--- src/rtl/seg_pattern_decoder.sv ---
// seg_pattern_decoder
//   Samples an active-low 7-segment bus ({g,f,e,d,c,b,a}), waits for the
//   pattern to hold for STABLE_CYCLES enabled samples, then decodes it back
//   to a hex digit. Digits leave on a valid/ready handshake. Unrecognised
//   stable patterns pulse out_error and bump a saturating error counter.
//
//   Optional feature macro: SEG_BLANK_EN. When defined, a stable all-off
//   pattern (7'b1111111) is a legal blank digit and is dropped silently.
//
// Ports
//   clk        in   system clock, rising edge
//   rst_n      in   asynchronous active-low reset
//   seg_in     in   [6:0] active-low segment pattern
//   seg_en     in   sample strobe; seg_in ignored when low
//   out_value  out  [3:0] decoded hex value
//   out_valid  out  out_value valid, held until accepted
//   out_ready  in   consumer accept
//   out_error  out  one-cycle pulse for an unrecognised stable pattern
//   err_count  out  [ERR_W-1:0] saturating count of out_error pulses
//   err_clr    in   synchronous clear of err_count
module seg_pattern_decoder #(
  parameter int STABLE_CYCLES = 4,
  parameter int ERR_W         = 8
) (
  input  logic             clk,
  input  logic             rst_n,
  input  logic [6:0]       seg_in,
  input  logic             seg_en,
  output logic [3:0]       out_value,
  output logic             out_valid,
  input  logic             out_ready,
  output logic             out_error,
  output logic [ERR_W-1:0] err_count,
  input  logic             err_clr
);

  localparam int CW = $clog2(STABLE_CYCLES + 1);
  localparam logic [CW-1:0] STABLE = CW'(STABLE_CYCLES);

  typedef enum logic [1:0] {S_HOLD, S_SETTLE, S_OUT} state_e;

  // {valid, value}; exact match only
  function automatic logic [4:0] seg_decode(input logic [6:0] p);
    logic [4:0] r;
    case (p)
      7'b1000000: r = {1'b1, 4'h0};
      7'b1111001: r = {1'b1, 4'h1};
      7'b0100100: r = {1'b1, 4'h2};
      7'b0110000: r = {1'b1, 4'h3};
      7'b0011001: r = {1'b1, 4'h4};
      7'b0010010: r = {1'b1, 4'h5};
      7'b0000010: r = {1'b1, 4'h6};
      7'b1111000: r = {1'b1, 4'h7};
      7'b0000000: r = {1'b1, 4'h8};
      7'b0010000: r = {1'b1, 4'h9};
      7'b0001000: r = {1'b1, 4'hA};
      7'b0000011: r = {1'b1, 4'hB};
      7'b1000110: r = {1'b1, 4'hC};
      7'b0100001: r = {1'b1, 4'hD};
      7'b0000110: r = {1'b1, 4'hE};
      7'b0001110: r = {1'b1, 4'hF};
      default:    r = 5'b0;
    endcase
    return r;
  endfunction

  state_e           state_q;
  logic [6:0]       cap_q, cap_d;
  logic [CW-1:0]    cnt_q, cnt_d;
  logic             changed_q;
  logic [3:0]       out_value_q;
  logic             out_valid_q;
  logic             out_error_q;
  logic [ERR_W-1:0] err_count_q, err_count_d;

  logic       diff, stable, blank_ok, err_fire;
  logic [4:0] dec;

  assign diff   = seg_en && (seg_in != cap_q);
  assign stable = (cnt_q == STABLE);
  assign dec    = seg_decode(cap_q);

`ifdef SEG_BLANK_EN
  assign blank_ok = (cap_q == 7'b1111111);
`else
  assign blank_ok = 1'b0;
`endif

  // A differing sample on the decode edge restarts capture and suppresses
  // the decode, so the error only fires when the stable pattern survives.
  assign err_fire = (state_q == S_SETTLE) && stable && !diff && !dec[4] && !blank_ok;

  always_comb begin
    cap_d = cap_q;
    cnt_d = cnt_q;
    if (seg_en) begin
      if (seg_in != cap_q) begin
        cap_d = seg_in;
        cnt_d = CW'(1);
      end else if (!stable) begin
        cnt_d = cnt_q + 1'b1;
      end
    end
  end

  always_comb begin
    err_count_d = err_count_q;
    if (err_clr)
      err_count_d = err_fire ? ERR_W'(1) : '0;
    else if (err_fire && !(&err_count_q))
      err_count_d = err_count_q + 1'b1;
  end

  always_ff @(posedge clk or negedge rst_n) begin
    if (!rst_n) begin
      state_q     <= S_HOLD;
      cap_q       <= 7'b1111111;
      cnt_q       <= '0;
      changed_q   <= 1'b0;
      out_value_q <= 4'h0;
      out_valid_q <= 1'b0;
      out_error_q <= 1'b0;
      err_count_q <= '0;
    end else begin
      cap_q       <= cap_d;
      cnt_q       <= cnt_d;
      err_count_q <= err_count_d;
      out_error_q <= err_fire;
      case (state_q)
        S_HOLD: begin
          if (diff) state_q <= S_SETTLE;
        end
        S_SETTLE: begin
          if (stable && !diff) begin
            if (dec[4]) begin
              out_value_q <= dec[3:0];
              out_valid_q <= 1'b1;
              state_q     <= S_OUT;
            end else begin
              state_q <= S_HOLD;
            end
          end
        end
        S_OUT: begin
          // output is frozen here; a new pattern is only remembered
          if (diff) changed_q <= 1'b1;
          if (out_valid_q && out_ready) begin
            out_valid_q <= 1'b0;
            changed_q   <= 1'b0;
            state_q     <= (changed_q || diff) ? S_SETTLE : S_HOLD;
          end
        end
        default: state_q <= S_HOLD;
      endcase
    end
  end

  assign out_value = out_value_q;
  assign out_valid = out_valid_q;
  assign out_error = out_error_q;
  assign err_count = err_count_q;

endmodule

--- config.mk ---
export PLATFORM = sky130hd
export DESIGN_NAME = seg_pattern_decoder
export DESIGN_NICKNAME = d
export VERILOG_FILES = /design/src/rtl/seg_pattern_decoder.sv
export SDC_FILE = /design/constraint.sdc
export NUM_CORES = 1
export LEC_CHECK = 0
export CORE_MARGIN = 3
export CORE_UTILIZATION = 55
export DETAILED_ROUTE_END_ITERATION = 16
export GPL_TIMING_DRIVEN = 1
export PLACE_DENSITY = 0.81
export SYNTH_ARGS = -nofsm -noshare
export SYNTH_HDL_FRONTEND = slang
export SYNTH_SLANG_ARGS = --single-unit
--- constraint.sdc ---
create_clock -name clk -period 3.7 [get_ports clk]
set_input_delay 0.74 -clock clk [delete_from_list [all_inputs] [get_ports clk]]
set_output_delay 0.74 -clock clk [all_outputs]
set_load 0.005 [all_outputs]
---- After elaboration in Yosys (flattened, before gate mapping) ----
Index checks and enable logic that the tools add are counted.
word-level totals
  word-level logic and storage cells ...... 75
  register bits after elaboration ......... 27
  output and inout bits ................... 14
  input bits .............................. 12
operators by class
  equal/unequal tests ..................... 24
  add/subtract/negate cells ............... 2
  muxes and demuxes ....................... 18
  reduce and logical (&&, ||, !) cells .... 23
operator list
  operator                                                          number
  5-bit one-hot mux with 16 select lines                            1
  7-bit == test (second input constant)                             4
  7-bit by 5-bit == test with 1-bit output (second input constant)  3
  7-bit by 6-bit == test with 1-bit output (second input constant)  3
  8-bit 2-to-1 mux                                                  2
  7-bit by 2-bit == test with 1-bit output (second input constant)  2
  7-bit by 4-bit == test with 1-bit output (second input constant)  2
  8-bit by 1-bit adder with 8-bit output (second input constant)    1
  2-bit 2-to-1 mux                                                  4
  8-bit AND reduction                                               1
  7-bit by 3-bit == test with 1-bit output (second input constant)  1
  1-bit logical AND                                                 7
  7-bit zero test                                                   1
  1-bit 2-to-1 mux                                                  7
  7-bit != test                                                     1
  3-bit 2-to-1 mux                                                  2
  2-bit != test (second input constant)                             3
  2-bit one-hot mux with 3 select lines                             1
  2-bit AND reduction                                               3
  3-bit AND reduction                                               2
  2-bit nonzero test                                                3
  2-bit by 1-bit != test with 1-bit output (second input constant)  2
  4-bit AND reduction                                               1
  3-bit by 1-bit adder with 3-bit output (second input constant)    1
  other kinds (7)                                                   9

---- Depth between registers and ports, before layout ----
  word-level depth ........................ 8
  depth in mapped cells ................... 9
  depth with buffers taken out ............ 7

---- Least setup slack after synthesis ----
Ideal clock, no wire load.
  path kind ............................... input port to flip-flop
  start point ............................. input port seg_in[6]
  end point ............................... register err_count_q[5], in the netlist err_count[5]
  required time ........................... 3572 ps
  setup slack ............................. 1420 ps
  stages .................................. 6
  data arrival time ....................... 2152 ps
  path through ............................ xor2_1 > nor4_4 > a21boi_1 > nor2_2 > nor4b_1 > mux2_1
on the way
  longest elaborated chain between the ends .. 7
ends and longest elaborated chain
  element                          line  text
  from (decl)                      27    input logic [6:0] seg_in,
  7-bit != test                    79    assign diff = seg_en && (seg_in != cap_q);
  1-bit logical AND                79
  1-bit zero test                  91    assign err_fire = (state_q == S_SETTLE) && stable && !diff && !dec[4] && !blank_ok;
  1-bit logical AND (2 in series)  91
  1-bit logical AND                110   else if (err_fire && !(&err_count_q))
  2-bit nonzero test (no line)     n/a
  to (signal assigned)             127   err_count_q <= err_count_d;
  to (decl)                        74    logic [ERR_W-1:0] err_count_q, err_count_d;
Every way passes these cells.
A chain may end at the register's enable or synchronous reset.

---- Worst setup path in the final report ----
  start point ............................. register cap_q[1]
  end point ............................... register err_count_q[4], in the netlist err_count[4]
on the way
  longest elaborated chain between the ends .. 7
ends and longest elaborated chain
  element                                                                                         line  text
  from (decl)                                                                                     68    logic [6:0] cap_q, cap_d;
  from (signal assigned)                                                                          125   cap_q <= cap_d;
  parallel branches: the longest is 4 deep, another holds 5-bit one-hot mux with 16 select lines  n/a
  1-bit logical AND *                                                                             91
  1-bit logical AND *                                                                             110
  2-bit nonzero test (no line) *                                                                  n/a
Every way passes the cells marked *.

==> results.md <==
- The largest area contributor in the synthesized netlist is dfrtp_1.
- After routing the design area is 0.00207 mm2.
- The number of failing hold endpoints at the final stage was 0.
- The average detailed-routed wire length per instance is about 15 um.
- Once the floorplan was initialized, standard cells occupied between 50% and 60% of the core.
- In this run the most used layer during global routing was met2.
- Wires add up to 3.77 mm.
- The via count is roughly 1500.
- Walking the worst path, the cells encountered are and3b_1 -> o211a_1 -> a221oi_2 -> nand4_2 -> nor4_1 -> mux2_2.
- The count of input and output buffers is 25.
- The synthesized netlist devotes 14.1% of its cell area to compound gates.
- The area growth from synthesis to layout is 15.7%.
- The fraction of registers with async set/reset is 100%.
- The first detailed-routing pass ran for 4 iterations.
- The setup path with the least slack is of type reg2reg.
- The data arrival time of the critical path is 3.09 ns.
- The vias per cell is 6.07.
- Once detailed placement completed, the half-perimeter wirelength came to about 2.8 mm.
- The count of state elements after synthesis is 27.
- The largest stage delay on the critical path is 0.74 ns.
- For this run the aggregate overflow at the end of global routing stands at 0.
- The slack of the worst reg-to-reg path is around 0.84 ns.
- The register area share after synthesis is 38.3%.
- The number of library cell types mapped by synthesis is 51.
- The net switching power is 173 uW.
- The net count after synthesis is a little under 200.
- The hold-critical path depth is 1.
- For this design the static power due to leakage is 0.000799 uW.
- The post-route fraction of the period consumed by the critical path is 77.3%.
- After synthesis, the largest family of logic cells by area is simple AND/OR/NAND/NOR gates.
- The net total in the final layout is 217.
- In this run the number of cells on the critical path is 6.
- The number of antenna repair diodes is 0.
- Across the run, the number of max-cap violations was 0.
- The number of placement rows is 20.
- Per report_power, the sequential group accounts for 59.4% of the total.
- The maximum level of the CTS H-tree is 1.
- The number of DRC violations after detailed routing is 0.
- Counting both buffers and inverters, the worst setup path holds a total of 0.
- In this run the power density over the cells is 276 mW/mm2.
- The share of total power dissipated in combinational logic is 17.4%.
- The cell area that synthesis handed to floorplanning was 0.00179 mm2.
- The CTS sink count is 27.
- The achievable clock frequency is between 300 and 400 MHz.
- STA classifies the critical path endpoint as a flop.
- The worst slew slack as a fraction of its limit is 38.6%.
- At the end of routability-driven placement, the weighted congestion stood at about 0.92.
- The hold buffer count at cts is 0.
- The total setup violations reported at the end of the flow is 0.
- The via count of the first global-routing pass is 1498.
- The core region is between 0.003 and 0.004 mm2.
- The minimum clock period after layout is 2.86 ns.
- The total number of yosys warnings is 0.
- Pin placement for this block handled 26 I/O pins.
- The cell-internal power is a little under 400 uW.
- Across every metal layer, demand over resource in global routing totals about a fifth.
- The synthesized-area fraction occupied by xor and xnor cells is between 3 and 4%.
- The detail route stage leaves a number of antenna-violating nets equal to 0.
- A synthesized cell averages between 9 and 10 um2.
- Adding up every negative setup slack in the final design gives 0 ns.
- Buffers inserted during clock tree synthesis total 3.
- Synthesis handed over a netlist of about 180 instances.
- By count the netlist is led by 20 x dfrtp_1, 17 x nand2_1, 11 x a21oi_1, 11 x mux2_2, 9 x nor2_1.
- The required time reported for the critical path endpoint is ~3.9 ns.
- Per report_power, the clock group accounts for 23.2% of the total.
- The height of the chip is 63.0 um.
- The number of antenna violations at the first check in global routing came to 0.
- The overall die area is 0.00397 mm2.
- The prevailing post-synth register cell is dfrtp_1.
- The multiplexer fraction of the synthesized cell area is 9.94%.
- Of the total synthesized cell area, the portion taken by AND, OR, NAND and NOR gates is 27.5%.
- For the worst flop-to-flop path, the logic depth is 6.
- The switching share of total power is a little under a third.
- Post-CTS timing repair inserted 0 buffers for setup.
- In this run the horizontal extent of the chip is 63.0 um.
- Clock-pin slew was measured on the worst setup and hold paths at 0.15 ns.
- The maximum number of pins on one net before global-route repair is 22.
- The met2 global-route usage is 36.4%.
- The global-route track usage on met3 is 3.24%.
- The TritonCTS clock tree is built.
- IR analysis of the VDD net gives a maximum drop of 0.000157 V.
- The number of pins with negative max-slew slack in the final report is 0.
- For this design, the slowest cell found on the critical path is dfstp_2.
- The run finished with clean final reports.
- The later pin in the worst-skew pair is clocked with a latency of 0.33 ns.
- Among all cell types in the netlist, the one instantiated most often is dfrtp_1.
- Setup repair after global routing left no endpoint under its margin.
- In this run the biggest area consumer among cell types represents 28.0% of the synthesized area.
- By area the synthesized netlist is led by dfrtp_1 28%, dfstp_2 10%, mux2_2 6.9%.
- The worst setup path is launched from a flop.
- The maximum root-to-sink buffer count is 2.
- The met1 usage is about 26%.
- The transition time at the pin with the least slew margin is ~0.9 ns.
- The first global-routing pass estimated 6.66 mm of wire.
- In the final layout, the share of cells above drive strength 1 is 17.4%.
- The kind of cell with the highest combined delay along the critical path is simple AND/OR/NAND/NOR gates.
- Summing the areas of all fa, ha and maj instances in the mapped netlist gives under 10% of the synthesized area.
- The critical-path maximum fanout is 18.
- The detailed router finished its first iteration with 115 violations.
- The tree is rooted in a clkbuf_4.
- The area of placed instances is 0.00204 mm2.
- The worst hold path belongs to the class reg2reg.
- Clock skew on the completed layout was measured at 0.00880 ns.
- Gates resized during post-CTS repair numbered 0.
- Yosys mapped a number of flops with a built-in enable equal to 0.
==> sequential cells by signal (all words and copies together) (netlist names) <==
signal	flops
cnt_q	3
changed_q	1
out_error	1
out_valid	1
cap_q	7
out_value	4
err_count	8
state_q	2
==> metal layers <==
layer  vias to the layer above  share of wire (%)
met1                       725                 42
met2                        45                 52
met4                         0                1.0
met5                         -                  0
li1                        711                  -
met3                         6                5.7
==> stage by stage <==
step / utilization [%] / hold slack, ns / setup slack [ns] / std cells / total power, uW
after floorplan: - / 0.444 / 1.42 / 182 / 415
after global placement: 66.3 / 0.482 / 0.745 / 241 / 436
after detailed placement: 66.3 / 0.498 / 0.606 / 241 / 442
after CTS: 67.2 / 0.537 / 0.847 / 245 / 575
after global routing: 67.2 / 0.570 / 0.687 / 245 / 604
final: 67.2 / 0.530 / 0.841 / 245 / 571
==> logic make-up after synthesis <==
| family | Yosys count |
|---|---|
| xor gates and xnor gates | 7 |
| and+or+nand+nor | 76 |
| AOI/OAI and AO/OA | 37 |
| DFF | 27 |
| adders and majority gates | 3 |
| buffers and inverters | 16 |
| muxes | 16 |
==> area by class of cell <==
class / count / area, um2
multi-input cells: 139 / 1020
fillers: 273 / 1010
flip-flops and latches: 27 / 684
repair buffers: 27 / 265
well taps: 44 / 55.1
clock buffers: 3 / 22.5
inverters: 4 / 15.0
clock inverters: 1 / 7.51
==> cell usage in the layout (no fill, tap or decap), types with 2 or more instances in the layout <==
| master | netlist | layout |
|---|---|---|
| clkdlybuf4s50_1 | 0 | 25 |
| and3_1 | 2 | 2 |
| nor2b_1 | 8 | 8 |
| dfrtp_1 | 20 | 20 |
| a41oi_1 | 2 | 2 |
| mux2i_1 | 2 | 2 |
| inv_1 | 4 | 4 |
| nand2_1 | 17 | 17 |
| clkbuf_4 | 0 | 3 |
| nor3b_1 | 4 | 4 |
| nand4_1 | 2 | 2 |
| nor4_1 | 7 | 7 |
| mux2_2 | 11 | 11 |
| nor3_2 | 2 | 2 |
| nand3_1 | 3 | 3 |
| nor2_1 | 9 | 9 |
| buf_4 | 2 | 2 |
| nand3b_1 | 3 | 3 |
| nor4_4 | 3 | 3 |
| a22o_1 | 2 | 2 |
| xor2_1 | 7 | 7 |
| o22ai_1 | 2 | 2 |
| mux2_1 | 3 | 3 |
| or2_2 | 2 | 2 |
| dfstp_2 | 7 | 7 |
| a22oi_1 | 3 | 3 |
| ha_1 | 3 | 3 |
| nor3_1 | 3 | 3 |
| a31oi_1 | 4 | 4 |
| nand2b_1 | 2 | 2 |
| a21oi_1 | 11 | 11 |
| o21ai_0 | 4 | 4 |
==> worst paths after layout <==
path                                           from                  endpoint
setup / recovery               cap_q[1]$_DFFE_PN1P_  err_count[4]$_DFFE_PN0P_
hold / removal             out_value[1]$_DFFE_PN0P_  out_value[1]$_DFFE_PN0P_
setup reg to reg               cap_q[1]$_DFFE_PN1P_  err_count[4]$_DFFE_PN0P_
hold reg to reg            out_value[1]$_DFFE_PN0P_  out_value[1]$_DFFE_PN0P_
max in group asynchronous                     rst_n      cap_q[5]$_DFFE_PN1P_
min in group asynchronous                     rst_n  err_count[3]$_DFFE_PN0P_
==> power by group through the flow <==
stage | Combinational, uW | Clock, uW | Sequential, uW
floorplan | 95.3 | 0 | 319
global placement | 94.1 | 0 | 342
detailed placement | 98.9 | 0 | 343
CTS | 99.6 | 137 | 338
global route | 108 | 152 | 344
finish | 99.1 | 132 | 339
Note: power is estimated with default switching activity, not from simulation.
